==> config.mk <==
export PLATFORM = sky130hd
export DESIGN_NAME = regfile_port_arbiter
export DESIGN_NICKNAME = d
export VERILOG_FILES = /design/src/rtl/regfile_port_arbiter.sv
export SDC_FILE = /design/constraint.sdc
export NUM_CORES = 1
export LEC_CHECK = 0
export BUFFER_PORTS_ARGS = -buffer_cell sky130_fd_sc_hd__buf_2
export CORE_AREA = 4 4 76 78
export CTS_BUF_LIST = sky130_fd_sc_hd__clkbuf_8
export DETAILED_ROUTE_END_ITERATION = 16
export DIE_AREA = 0 0 80 82
export GPL_ROUTABILITY_DRIVEN = 0
export PLACE_DENSITY = 0.72
export REMOVE_ABC_BUFFERS = 1
export SLEW_MARGIN = 20
export SYNTH_ARGS = -nofsm -noshare
export SYNTH_HDL_FRONTEND = slang
export SYNTH_SLANG_ARGS = --single-unit
==> constraint.sdc <==
create_clock -name clk -period 1.4 [get_ports clk]
set_input_delay 0.07 -clock clk [delete_from_list [all_inputs] [get_ports clk]]
set_output_delay 0.07 -clock clk [all_outputs]
set_load 0.05 [all_outputs]
==> src/rtl/regfile_port_arbiter.sv <==
// regfile_port_arbiter: shares the register-file write port between CPU writeback and the debug
//   monitor, and sequences monitor register dumps through read port B.
// Latency: CPU and monitor write paths are combinational (0 cycles); cpu_stall and dump_* are registered.
// Backpressure: a starving monitor request stalls the CPU; dump words hold until dump_ready.
//
// Ports:
//   clk, clrn          clock (rising edge), asynchronous active-high reset
//   cpu_we/wn/d        CPU writeback request (always has priority on the write port)
//   cpu_rnb            CPU read-port-B address
//   cpu_stall          registered request for the CPU to suppress writeback
//   dbg_req/wn/d/ack   monitor write request, held until dbg_ack (same-cycle acknowledge)
//   halted             CPU halted; a dump may only start and continue while high
//   dump_start/ready   dump start pulse and consumer acceptance
//   dump_valid/idx/data/busy  dump word stream and in-progress flag
//   rf_we/wn/d/rnb     register file write port and read address B
//   rf_qb              register file read data B
//
// Optional feature: define REGFILE_DUMP_EN to include the dump sequencer. Without it the dump
// outputs are tied to zero, rf_rnb follows cpu_rnb and the dump inputs are ignored.

module regfile_port_arbiter #(
    parameter int STARVE_LIMIT = 8,
    parameter int CNT_W        = 4
) (
    input  logic        clk,
    input  logic        clrn,
    input  logic        cpu_we,
    input  logic [4:0]  cpu_wn,
    input  logic [31:0] cpu_d,
    input  logic [4:0]  cpu_rnb,
    output logic        cpu_stall,
    input  logic        halted,
    input  logic        dbg_req,
    input  logic [4:0]  dbg_wn,
    input  logic [31:0] dbg_d,
    output logic        dbg_ack,
    input  logic        dump_start,
    input  logic        dump_ready,
    output logic        dump_valid,
    output logic [4:0]  dump_idx,
    output logic [31:0] dump_data,
    output logic        dump_busy,
    output logic        rf_we,
    output logic [4:0]  rf_wn,
    output logic [31:0] rf_d,
    output logic [4:0]  rf_rnb,
    input  logic [31:0] rf_qb
);

    localparam logic [CNT_W-1:0] LIMIT    = CNT_W'(STARVE_LIMIT);
    localparam logic [CNT_W-1:0] LIMIT_M1 = CNT_W'(STARVE_LIMIT - 1);
    localparam logic [CNT_W-1:0] CNT_ONE  = CNT_W'(1);

    // ------------------------------------------------------------------
    // Write-port arbitration
    // ------------------------------------------------------------------
    logic cpu_own;
    logic dbg_denied;

    // A CPU writeback to r0 is a no-op, so it does not claim the port.
    assign cpu_own    = cpu_we && (cpu_wn != 5'd0);
    assign dbg_denied = dbg_req && cpu_own;

    always_comb begin
        rf_we   = 1'b0;
        rf_wn   = cpu_wn;
        rf_d    = cpu_d;
        dbg_ack = 1'b0;
        if (cpu_own) begin
            rf_we = 1'b1;
        end else if (dbg_req) begin
            // A monitor write to r0 is acknowledged so the requester can
            // move on, but nothing is written.
            dbg_ack = 1'b1;
            rf_we   = (dbg_wn != 5'd0);
            rf_wn   = dbg_wn;
            rf_d    = dbg_d;
        end
    end

    // ------------------------------------------------------------------
    // Starvation counter and CPU stall
    // ------------------------------------------------------------------
    logic [CNT_W-1:0] starve_cnt;

    always_ff @(posedge clk or posedge clrn) begin
        if (clrn) begin
            starve_cnt <= '0;
            cpu_stall  <= 1'b0;
        end else begin
            if (dbg_denied) begin
                if (starve_cnt != LIMIT)
                    starve_cnt <= starve_cnt + CNT_ONE;
            end else begin
                starve_cnt <= '0;
            end

            // Stall is sticky: once the monitor has starved long enough the
            // CPU stays stalled until the monitor write actually happens.
            if (dbg_ack)
                cpu_stall <= 1'b0;
            else if (dbg_denied && (starve_cnt == LIMIT_M1))
                cpu_stall <= 1'b1;
        end
    end

`ifdef REGFILE_DUMP_EN
    // ------------------------------------------------------------------
    // Register dump sequencer
    // ------------------------------------------------------------------
    typedef enum logic [1:0] {
        S_IDLE = 2'd0,
        S_READ = 2'd1,
        S_HOLD = 2'd2
    } dump_state_t;

    dump_state_t state;

    always_ff @(posedge clk or posedge clrn) begin
        if (clrn) begin
            state      <= S_IDLE;
            dump_valid <= 1'b0;
            dump_busy  <= 1'b0;
            dump_idx   <= 5'd0;
            dump_data  <= 32'd0;
        end else begin
            case (state)
                S_IDLE: begin
                    if (dump_start && halted) begin
                        state     <= S_READ;
                        dump_idx  <= 5'd0;
                        dump_busy <= 1'b1;
                    end
                end
                S_READ: begin
                    if (!halted) begin
                        state      <= S_IDLE;
                        dump_valid <= 1'b0;
                        dump_busy  <= 1'b0;
                        dump_idx   <= 5'd0;
                    end else begin
                        // r0 is reported as zero regardless of what the
                        // register file returns for address 0.
                        dump_data  <= (dump_idx == 5'd0) ? 32'd0 : rf_qb;
                        dump_valid <= 1'b1;
                        state      <= S_HOLD;
                    end
                end
                S_HOLD: begin
                    if (!halted) begin
                        state      <= S_IDLE;
                        dump_valid <= 1'b0;
                        dump_busy  <= 1'b0;
                        dump_idx   <= 5'd0;
                    end else if (dump_ready) begin
                        dump_valid <= 1'b0;
                        if (dump_idx == 5'd31) begin
                            state     <= S_IDLE;
                            dump_busy <= 1'b0;
                        end else begin
                            dump_idx <= dump_idx + 5'd1;
                            state    <= S_READ;
                        end
                    end
                end
                default: begin
                    state      <= S_IDLE;
                    dump_valid <= 1'b0;
                    dump_busy  <= 1'b0;
                    dump_idx   <= 5'd0;
                end
            endcase
        end
    end

    // The dump owns read port B for the whole sweep.
    assign rf_rnb = dump_busy ? dump_idx : cpu_rnb;
`else
    logic unused_dump_inputs;

    assign unused_dump_inputs = ^{dump_start, dump_ready, halted, rf_qb};
    assign dump_valid = 1'b0;
    assign dump_busy  = 1'b0;
    assign dump_idx   = 5'd0;
    assign dump_data  = 32'd0;
    assign rf_rnb     = cpu_rnb;
`endif

endmodule

Word level (Yosys, flattened, before mapping)
Cells that the tools add are included.
{ "word_totals": {"output_inout_bits": 84, "inputBits": 118, "reg_bits": 5} }
{ "classes": {"add_sub_neg": 1, "reduce_logical": 6, "muxes": 12, "n_eq_ne": 3} }
{ "ops": {"columns": ["op", "n"], "rows": [
  ["2-to-1 mux 32 bit", 2],
  ["2-to-1 mux 5 bit", 2],
  ["nonzero test 5 bit", 2],
  ["2-to-1 mux 4 bit", 2],
  ["2-to-1 mux 1 bit", 6],
  ["adder 4 x 1 -> 4 bit (second input constant)", 1],
  ["equality test 4 x 3 -> 1 bit (second input constant)", 1],
  ["!= test 4 bit (second input constant)", 1],
  ["logical AND 1 bit", 3],
  ["!= test 2 x 1 -> 1 bit (second input constant)", 1],
  ["nonzero test 2 bit", 1]
]} }

Logic depth before layout (Yosys ltp)
Gate-level depths: netlist of run 1.
{ "depth": {"depth_word": 6, "ltp_mapped": 5, "mapped_depth_nobuf": 5} }

Worst setup path after synthesis of run 1
Ideal clock, no wire load.
{ "synth_timing": {"path_type": "input -> output", "start": "input port cpu_wn[2]", "end": "output port rf_d[20]", "t_required_ns": 1.330, "path_stages": 4, "path_slack_ns": -0.327, "t_arrival_ns": 1.657, "n_path_buf": 1, "path_cell_list": "or4_4 o21ai_4 buf_6 mux2_2"} }
{ "synth_via": {"elab_chain_len": 3} }
{ "synth_rtl": {"columns": ["item", "line", "text"], "rows": [
  ["start: declaration", "28", "input logic [4:0] cpu_wn,"],
  ["nonzero test 5 bit", "61", "assign cpu_own = cpu_we && (cpu_wn != 5'd0);"],
  ["logical AND 1 bit", "61", null],
  ["2-to-1 mux 32 bit", "69", "if (cpu_own) begin"],
  ["end: declaration", "45", "output logic [31:0] rf_d,"]
]} }
Every way passes these cells.

Worst setup path in the final report of run 1
{ "layout_timing": {"start": "input port cpu_wn[2]", "end": "output port rf_d[14]"} }
Same word-level chain as after synthesis.

==> impl_metrics.csv, run 1 <==
group,metric,value,unit
critical_path,crit_slowest_cell,"or4_4",
critical_path,cp_top_family,"simple AND/OR/NAND/NOR gates",
finish,drive_gt1_frac,0.677,
timing,timing.fmax,571,MHz
logic_synthesis,avgSynthCellArea,9.15,sq um
run_status,outcome,"finished, violations left",
die,core.rowCount,26,
pwr,swShare,0.517,
routing,drcViolationCount,0,
clock_tree,cts_tree,"built",
pwr,seqPwrFrac,0.097,
pwr,clockPowerShare,0.165,
timing,worst_slack,-0.351,ns
pwr,irDropWorstVdd,0.355,mV
timing,rsz0062_at_grt,"yes",
timing,finalCritPeriodShare,1.25,
routing,drt-initial-drc-count,34,
routing,wl_per_cell,14.2,um
logic_synthesis,synth.distinct_cells,24,
logic_synthesis,netlist_instances,121,
critical_path,critPathBufInv,4,
grt,grt_overflow,0,
pwr,internal_power,0.000754,W
logic_synthesis,synth_seq_area_share,0.113,
critical_path,path_common_cell,"buf_6",
die,fp.dieW,80,um
routing,drt-pass1-iter-count,2,
place,hpwl,3540,um
pwr,leakagePower,1.13,nW
routing,wl,4520,um
finish,nets,369,
flow_run,cap_violations,0,
timing,hold_viol_final,0,
routing,vias_per_cell,3.98,
clock_tree,cts_buffers,3,
critical_path,crit_arrival,1.68,ns
critical_path,cp_max_fo,8,
timing,skew,0.00103,ns
grt,grt_pass1_wl,6310,um
grt,grt.total_usage,0.127,
run_status,failed_checks,"setup timing",
timing,setup_viol,36,
clock_tree,cts-root-buf,"clkbuf_8",
grt,antenna_found_initial,0,
timing,drv_slew,0,
critical_path,path_class,"input pin to output port",
clock_tree,cts_buffer_depth,2,
critical_path,worstPathCellList,"buf_6 > or4_4 > o21ai_4 > buf_6 > buf_16 > mux2_4 > buf_8",
die,ios,202,
clock_tree,cts.htree.levels,1,
pwr,p_sw,0.000808,W
place,dp_slack,-0.389,ns
critical_path,max_stage_delay,0.55,ns
logic_synthesis,ys_ff_latch,5,
place,port_buffers,117,
logic_synthesis,yosysWarnings,0,
pwr,power.density,743,mW/mm^2
die,die_area,0.00656,sq mm
finish,diodes,0,
clock_tree,clock-sinks,5,
finish,area_growth,90.1,%
die,start_util,0.218,
worst_hold_path,hp-class,"input pin to output port",
routing,ant_nets,0,
critical_path,crit_required,1.33,ns
routing,vias,1266,
finish,post-route-util,0.415,
die,core-area,0.00507,sq mm
timing,period_minus_slack,1.75,ns
critical_path,end_kind,"output port",
grt,grt_pass1_vias,1324,
die,die_h,82,um
pwr,comb_power_share,0.739,
clock_tree,clock_latency,0.22,ns
grt,grt_max_degree,17,
logic_synthesis,synthesis.area,0.00111,sq mm
critical_path,cp-start-kind,"input pin",
[logic make-up after synthesis]
kind of cell,Yosys count,synth area share
buffers and inverters,51,0.342
xor gates and xnor gates,2,0.0158
DFF,5,0.113
other,1,0.00339
and+or+nand+nor,15,0.0757
AOI/OAI and AO/OA,12,0.0927
muxes,33,0.334
adders and majority gates,2,0.0226
[flip-flops by register name (all words and copies together) (netlist names)]
name	count
cpu_stall	1
starve_cnt	4
[worst reg2reg max path, stage by stage, from the launching register on]
cell	delay, ns
dfrtp_1	0.39
inv_1	0.06
ha_1	0.20
nand3b_1	0.14
mux2i_1	0.19
nor2_1	0.06
[Yosys cell counts]
master | n | share of area
a21oi_1 | 1 | 0.0045
a22o_1 | 3 | 0.024
a32o_1 | 2 | 0.018
a41oi_1 | 1 | 0.0079
buf_4 | 44 | 0.30
buf_6 | 3 | 0.031
conb_1 | 1 | 0.0034
dfrtp_1 | 5 | 0.11
ha_1 | 2 | 0.023
inv_1 | 4 | 0.014
mux2_2 | 32 | 0.33
mux2i_1 | 1 | 0.0090
nand2_1 | 3 | 0.010
nand2b_1 | 3 | 0.017
nand3_1 | 1 | 0.0045
nand3b_1 | 2 | 0.014
nor2_1 | 4 | 0.014
o211ai_1 | 1 | 0.0068
o21ai_0 | 2 | 0.0090
o21ai_4 | 1 | 0.015
o41ai_1 | 1 | 0.0079
or4_1 | 1 | 0.0068
or4_4 | 1 | 0.010
xnor2_1 | 2 | 0.016
[per-layer routing]
layer  wire [um]  share of wire  global-route usage  vias up
li1            -              -                   -      592
met1        1320           0.29               0.122      556
met2        2350           0.52               0.224      107
met3         723           0.16              0.0669        9
met4          86          0.019              0.0473        2
met5          48          0.011              0.0667        -
[final cells by class]
class	instances	area, sq um
clock buffer	3	41.3
clock inverter	1	3.75
fill	493	2970
inverter	4	15.0
multi-input combinational	103	798
sequential	5	125
tap	70	87.6
timing repair buffer	132	1030
[timing repair]
| item | in CTS | in global routing |
|---|---|---|
| pin swaps | 1 | 1 |
| hold endpoints to repair | 5 | 0 |
| resized for setup | 97 | 14 |
| buffers inserted | 3 | 0 |
| setup endpoints to repair | 37 | 36 |
| hold buffers | 1 | 0 |
| cloned | 2 | 0 |
[cells in the final DEF (no fill, tap or decap), drive strengths merged]
master       Yosys  routed
dfrtp            5       5
clkbuf           0       3
nand2b           3       3
nor2             4       4
dlygate4sd3      0       1
or4              2       2
ha               2       2
a32o             2       2
nand2            3       3
buf             47     131
conb             1      39
mux2            32      32
o41ai            1       1
a22o             3       3
o21ai            3       3
nand3            1       1
a41oi            1       1
inv              4       5
a21oi            1       1
o211ai           1       1
nand3b           2       2
xnor2            2       2
mux2i            1       1
[worst paths after layout]
| path | from | endpoint | slack (ns) | depth (start not counted) |
|---|---|---|---|---|
| worst max-delay path | cpu_wn[2] | rf_d[14] | -0.35 | 7 |
| worst min-delay path | cpu_rnb[2] | rf_rnb[2] | 0.14 | 0 |
| worst max register to register | starve_cnt[0]$_DFFE_PP0P_ | starve_cnt[1]$_DFFE_PP0P_ | 0.25 | 5 |
| worst min register to register | cpu_stall$_DFFE_PP0P_ | cpu_stall$_DFFE_PP0P_ | 0.50 | 2 |
| max in group asynchronous | clrn | starve_cnt[1]$_DFFE_PP0P_ | 0.93 | 3 |
| min in group asynchronous | clrn | starve_cnt[2]$_DFFE_PP0P_ | 0.29 | 3 |
[metrics by stage]
step | cells | setup TNS [ns] | total power (W) | area, sq um | hold slack (ns)
floorplan | 112 | -26.30 | 0.000854 | 886 | -0.151
global placement | 310 | -12.70 | 0.00109 | 1650 | -0.0181
detailed placement | 310 | -13.06 | 0.00109 | 1650 | -0.00948
CTS | 320 | -11.81 | 0.00156 | 2100 | 0.142
global route | 318 | -13.49 | 0.00163 | 2100 | 0.140
finish | 318 | -11.51 | 0.00156 | 2100 | 0.140
[power groups by stage]
| stage | sequential, W | combinational, W | clock [W] |
|---|---|---|---|
| finish | 0.000151 | 0.00115 | 0.000257 |
| global route | 0.000152 | 0.00121 | 0.000275 |
| CTS | 0.000151 | 0.00114 | 0.000266 |
| detailed placement | 0.000153 | 0.000938 | 0 |
| global placement | 0.000153 | 0.000933 | 0 |
| floorplan | 0.000152 | 0.000702 | 0 |
(Power assumes the default switching activity.)
==> run 2: changes to the inputs <==
--- a/config.mk
+++ b/config.mk
@@ -7,7 +7,7 @@
 export LEC_CHECK = 0
 export BUFFER_PORTS_ARGS = -buffer_cell sky130_fd_sc_hd__buf_2
 export CORE_AREA = 4 4 76 78
-export CTS_BUF_LIST = sky130_fd_sc_hd__clkbuf_8
+export CTS_BUF_LIST = sky130_fd_sc_hd__clkbuf_4 sky130_fd_sc_hd__clkbuf_8
 export DETAILED_ROUTE_END_ITERATION = 16
 export DIE_AREA = 0 0 80 82
 export GPL_ROUTABILITY_DRIVEN = 0
==> run 2 against run 1 <==
  * The flow still finishes with violations (setup timing)
  * First-iteration DRC count is the same
  * Sequential cell count is the same
  * Clock-buffer cell count grew 1
  * Cell count is the same
  * Routed wire length is the same
  * Combinational power is essentially flat
  * Sequential share of layout area is essentially flat
  * Register-to-register slack is essentially flat
  * Hold slack is the same
  * Cell area grew 0.18%
  * Largest cell class unchanged
  * Critical path depth is the same
==> impl_metrics.csv, run 2 (synthesis results as in run 1) <==
group,metric,value,unit
routing,vias,1266,
clock_tree,clock_latency,0.22,ns
pwr,power.density,754,mW/mm^2
finish,reg_top3,"starve_cnt x4, cpu_stall x1",
routing,ant_nets,0,
timing,period_minus_slack,1.75,ns
pwr,p_sw,0.000808,W
critical_path,cp-start-kind,"input pin",
die,core.rowCount,26,
run_status,failed_checks,"setup timing",
critical_path,crit_arrival,1.68,ns
finish,largest_reg_flops,4,
routing,vias_per_cell,3.98,
clock_tree,cts-root-buf,"clkbuf_8",
clock_tree,cts_tree,"built",
pwr,internal_power,0.000781,W
timing,worst_slack,-0.351,ns
timing,holdWs,0.140,ns
die,start_util,0.218,
grt,grt_max_degree,17,
critical_path,path_class,"input pin to output port",
timing,setup_viol,36,
grt,grt_pass1_wl,6310,um
die,core-area,0.00507,sq mm
finish,post-route-util,0.415,
timing,drv_slew,0,
place,hpwl,3540,um
die,die_area,0.00656,sq mm
pwr,comb_power_share,0.726,
finish,layout_common_cells,"buf_2 (79), conb_1 (39), buf_6 (24), mux2_2 (18), buf_8 (17)",
pwr,irDropWorstVdd,0.355,mV
grt,grt_overflow,0,
timing,timing.fmax,571,MHz
clock_tree,cts_buffers,3,
clock_tree,cts.htree.levels,1,
routing,wl,4520,um
die,die_h,82,um
timing,hold_viol_final,0,
pwr,leakagePower,1.13,nW
clock_tree,clock-sinks,5,
timing,finalCritPeriodShare,1.25,
routing,wl_per_cell,14.2,um
timing,skew,0.00123,ns
pwr,swShare,0.508,
routing,drt-pass1-iter-count,2,
finish,nets,369,
grt,grt.total_usage,0.127,
critical_path,cp_max_fo,8,
worst_hold_path,hp-class,"input pin to output port",
grt,antenna_found_initial,0,
critical_path,end_kind,"output port",
grt,grt_pass1_vias,1324,
place,dp_slack,-0.389,ns
finish,final_common_cell,"buf_2",
place,port_buffers,117,
critical_path,crit_required,1.33,ns
finish,drive_gt1_frac,0.681,
finish,area_growth,90.4,%
pwr,clockPowerShare,0.178,
finish,diodes,0,
timing,rsz0062_at_grt,"yes",
routing,drt-initial-drc-count,34,
die,ios,202,
flow_run,cap_violations,0,
die,fp.dieW,80,um
pwr,seqPwrFrac,0.095,
run_status,outcome,"finished, violations left",
routing,drcViolationCount,0,
clock_tree,cts_buffer_depth,2,
finish,regMostFlops,"starve_cnt",
==> run 2: changes by cell type in the layout (fill, tap and decap cells not counted), sizes merged <==
cell / change
inv: -1
clkbuf: +1
==> run 2: path summary, 6_finish.rpt <==
path	startpoint	to	slack, ns	cells after the start
min in group asynchronous	clrn	starve_cnt[2]$_DFFE_PP0P_	0.29	3
max in group asynchronous	clrn	starve_cnt[1]$_DFFE_PP0P_	0.93	3
max	cpu_wn[2]	rf_d[14]	-0.35	7
min	cpu_rnb[2]	rf_rnb[2]	0.14	0
max reg2reg	starve_cnt[0]$_DFFE_PP0P_	starve_cnt[1]$_DFFE_PP0P_	0.25	5
min reg2reg	cpu_stall$_DFFE_PP0P_	cpu_stall$_DFFE_PP0P_	0.50	2
==> run 2: critical path: stages <==
cell and delay, ns:
buf_6 0.09, or4_4 0.55, o21ai_4 0.23, buf_6 0.14
buf_16 0.13, mux2_4 0.31, buf_8 0.15
==> run 2: cell type report <==
cell class | count | area, sq um
fillers | 494 | 2970
inverters | 4 | 15.0
multi-input cells | 103 | 798
clock buffers | 4 | 48.8
well taps | 70 | 87.6
flip-flops and latches | 5 | 125
repair buffers | 132 | 1030
==> run 2: power groups by stage <==
| stage | combinational, W | sequential (W) | clock (W) |
|---|---|---|---|
| floorplan | 0.000702 | 0.000152 | 0 |
| global placement | 0.000933 | 0.000153 | 0 |
| detailed placement | 0.000938 | 0.000153 | 0 |
| CTS | 0.00114 | 0.000151 | 0.000293 |
| global route | 0.00121 | 0.000152 | 0.000302 |
| finish | 0.00115 | 0.000151 | 0.000284 |
==> run 2: layer usage <==
metal  track usage  share of wire
met3        0.0669           0.16
met4        0.0473          0.019
met1         0.122           0.29
met2         0.224           0.52
met5        0.0667          0.011
==> run 2: repair_timing <==
item,in CTS,in global routing
endpoints found under the hold margin,5,0
pin swaps,1,1
hold buffers,1,0
gates resized for setup,97,14
setup endpoints to repair,37,36
setup buffers,3,0
cloned,2,0
==> run 2: per-stage QoR <==
| step | TNS [ns] | area [sq um] | std cells | total power [W] |
|---|---|---|---|---|
| floorplan | -26.30 | 886 | 112 | 0.000854 |
| global placement | -12.70 | 1650 | 310 | 0.00109 |
| detailed placement | -13.06 | 1650 | 310 | 0.00109 |
| CTS | -11.81 | 2100 | 320 | 0.00159 |
| global route | -13.49 | 2110 | 318 | 0.00166 |
| finish | -11.51 | 2110 | 318 | 0.00159 |
==> run 3: changes to the inputs <==
--- a/config.mk
+++ b/config.mk
@@ -6,12 +6,12 @@
 export NUM_CORES = 1
 export LEC_CHECK = 0
 export BUFFER_PORTS_ARGS = -buffer_cell sky130_fd_sc_hd__buf_2
-export CORE_AREA = 4 4 76 78
+export CORE_AREA = 4 4 75 77
 export CTS_BUF_LIST = sky130_fd_sc_hd__clkbuf_4 sky130_fd_sc_hd__clkbuf_8
 export DETAILED_ROUTE_END_ITERATION = 16
-export DIE_AREA = 0 0 80 82
+export DIE_AREA = 0 0 79 81
 export GPL_ROUTABILITY_DRIVEN = 0
-export PLACE_DENSITY = 0.72
+export PLACE_DENSITY = 0.71
 export REMOVE_ABC_BUFFERS = 1
 export SLEW_MARGIN = 20
 export SYNTH_ARGS = -nofsm -noshare
==> constraint.sdc (replaced) <==
create_clock -name clk -period 1.8 [get_ports clk]
set_input_delay 0.09 -clock clk [delete_from_list [all_inputs] [get_ports clk]]
set_output_delay 0.09 -clock clk [all_outputs]
set_load 0.05 [all_outputs]
==> run 3 against run 2 <==
  * Sequential cell count unchanged
  * Die area decreased by 2.5%
  * Global-route usage decreased by 2.1 points
  * Critical path type unchanged
  * The flow still finishes with violations (setup timing)
==> impl_metrics.csv, run 3 (synthesis results as in run 1) <==
group,metric,value,unit
pwr,internal_power,0.000527,W
clock_tree,clock-sinks,5,
routing,routed-wl-met2,2080,um
clock_tree,clock_latency,0.22,ns
timing,drv_slew,0,
finish,largest_reg_flops,4,
die,core-area,0.00501,sq mm
routing,drcViolationCount,0,
critical_path,end_kind,"output port",
pwr,power,0.00114,W
critical_path,crit_slowest_cell,"or4_4",
clock_tree,post-cts-setup-buffers,0,
timing,rsz0062_at_grt,"yes",
die,start_util,0.221,
critical_path,path_class,"input pin to output port",
routing,wl,3950,um
timing,worst_slack,-0.00310,ns
finish,final_cells,310,
clock_tree,cts-root-buf,"clkbuf_8",
routing,wl_met1,1380,um
run_status,outcome,"finished, violations left",
place,hpwl,3500,um
critical_path,max_stage_delay,0.56,ns
critical_path,worstPathCellList,"buf_2 > or4_4 > o21ai_4 > buf_4 > mux2_2 > buf_2",
pwr,comb_power_share,0.703,
clock_tree,cts_buffers,3,
finish,regMostFlops,"starve_cnt",
pwr,irDropWorstVdd,0.342,mV
clock_tree,cts_tree,"built",
critical_path,startpoint,"cpu_wn[2]",
finish,multi_input_area,746,sq um
timing,skew,0.00360,ns
run_status,failed_checks,"setup timing",
finish,drive_gt1_frac,0.671,
grt,grt_max_degree,27,
critical_path,cp-start-kind,"input pin",
clock_tree,cts_buffer_depth,2,
finish,nets,361,
worst_hold_path,hold_start,"cpu_rnb[0]",
grt,grt_overflow,0,
place,place_inst,305,
timing,setup_viol,3,
die,die_h,81,um
finish,area_growth,65.5,%
die,die_area,0.00640,sq mm
finish,seq_area,125,sq um
pwr,clockPowerShare,0.193,
finish,diodes,0,
die,fp.dieW,79,um
pwr,swShare,0.537,
critical_path,crit_required,1.71,ns
critical_path,path_common_cell,"buf_2",
pwr,power.density,621,mW/mm^2
critical_path,cp_max_fo,9,
routing,top_layer_used,"met4",
finish,final_common_cell,"buf_2",
routing,vias,1193,
die,ios,202,
routing,vias_per_cell,3.85,
place,port_buffers,117,
worst_hold_path,hp-class,"input pin to output port",
finish,reg_top3,"starve_cnt x4, cpu_stall x1",
die,core.rowCount,26,
critical_path,r2r_start,"starve_cnt[0]$_DFFE_PP0P_",
pwr,seqPwrFrac,0.104,
routing,wl_per_cell,12.7,um
routing,ant_nets,0,
clock_tree,cts.htree.levels,1,
routing,wl_met3,416,um
routing,drt-pass1-iter-count,4,
pwr,leakagePower,0.984,nW
timing,period_minus_slack,1.80,ns
finish,nFillCells,541,
timing,finalCritPeriodShare,1.00,
finish,layout_common_cells,"buf_2 (90), conb_1 (39), mux2_2 (32), buf_6 (24), buf_4 (6)",
grt,grt_pass1_vias,1118,
routing,drt-initial-drc-count,15,
grt,grt_pass1_wl,5380,um
timing,hold_viol_final,0,
flow_run,cap_violations,0,
critical_path,crit_arrival,1.71,ns
timing,timing.fmax,555,MHz
grt,grt.total_usage,0.106,
grt,antenna_found_initial,0,
pwr,p_sw,0.000611,W
==> run 3: cell count changes in the layout (fill, tap and decap cells not counted), sizes merged <==
cell	before	now
buf	131	121
clkbuf	4	6
==> run 3: worst paths after layout <==
kind | to | slack (ns) | cells after the start
worst min register to register | cpu_stall$_DFFE_PP0P_ | 0.49 | 2
worst min-delay path | rf_rnb[0] | 0.18 | 0
max in group asynchronous | cpu_stall$_DFFE_PP0P_ | 1.30 | 3
worst max register to register | starve_cnt[1]$_DFFE_PP0P_ | 0.60 | 5
min in group asynchronous | starve_cnt[3]$_DFFE_PP0P_ | 0.33 | 3
worst max-delay path | rf_d[16] | -0.003 | 6
==> run 3: power by group through the flow <==
stage | clock network, W | logic (W) | registers, W
CTS | 0.000225 | 0.000774 | 0.000118
finish | 0.000220 | 0.000800 | 0.000118
global route | 0.000233 | 0.000835 | 0.000119
floorplan | 0 | 0.000546 | 0.000119
detailed placement | 0 | 0.000730 | 0.000119
global placement | 0 | 0.000727 | 0.000119
==> run 3: area by class of cell <==
cell class,instances,share of cell area
repair buffers,124,0.442
well taps,70,0.0478
clock buffers,4,0.0266
flip-flops and latches,5,0.0683
inverters,4,0.00819
multi-input cells,103,0.407
==> run 3: worst max-delay path: cells and delay by family <==
family,cells,cell delay (ns)
buffers and inverters,3,0.52
muxes,1,0.34
and+or+nand+nor,1,0.56
AOI/OAI and AO/OA,1,0.20
==> run 3: stage by stage <==
step | TNS, ns | hold slack, ns | utilization | setup slack [ns] | instance area (sq um)
4_1_cts | -0.0773 | 0.180 | 0.352 | -0.0132 | 1770
2_1_floorplan | -13.14 | -0.131 | - | -0.389 | 886
5_1_grt | -0.766 | 0.180 | 0.366 | -0.0604 | 1830
3_5_place_dp | -0.248 | -0.00661 | 0.323 | -0.0230 | 1620
3_3_place_gp | -0.165 | -0.0115 | 0.323 | -0.0155 | 1620
6_report | -0.00572 | 0.180 | 0.366 | -0.00310 | 1830
==> run 3: what timing repair did <==
action	in CTS	in global routing
endpoints found under the setup margin	32	35
resized for setup	32	20
hold buffers	1	0
endpoints found under the hold margin	5	0
==> run 3: layer usage <==
layer / track usage / vias up
met5: 0 / -
met4: 0.0241 / 0
met3: 0.0399 / 6
met2: 0.188 / 86
met1: 0.120 / 524
li1: - / 577
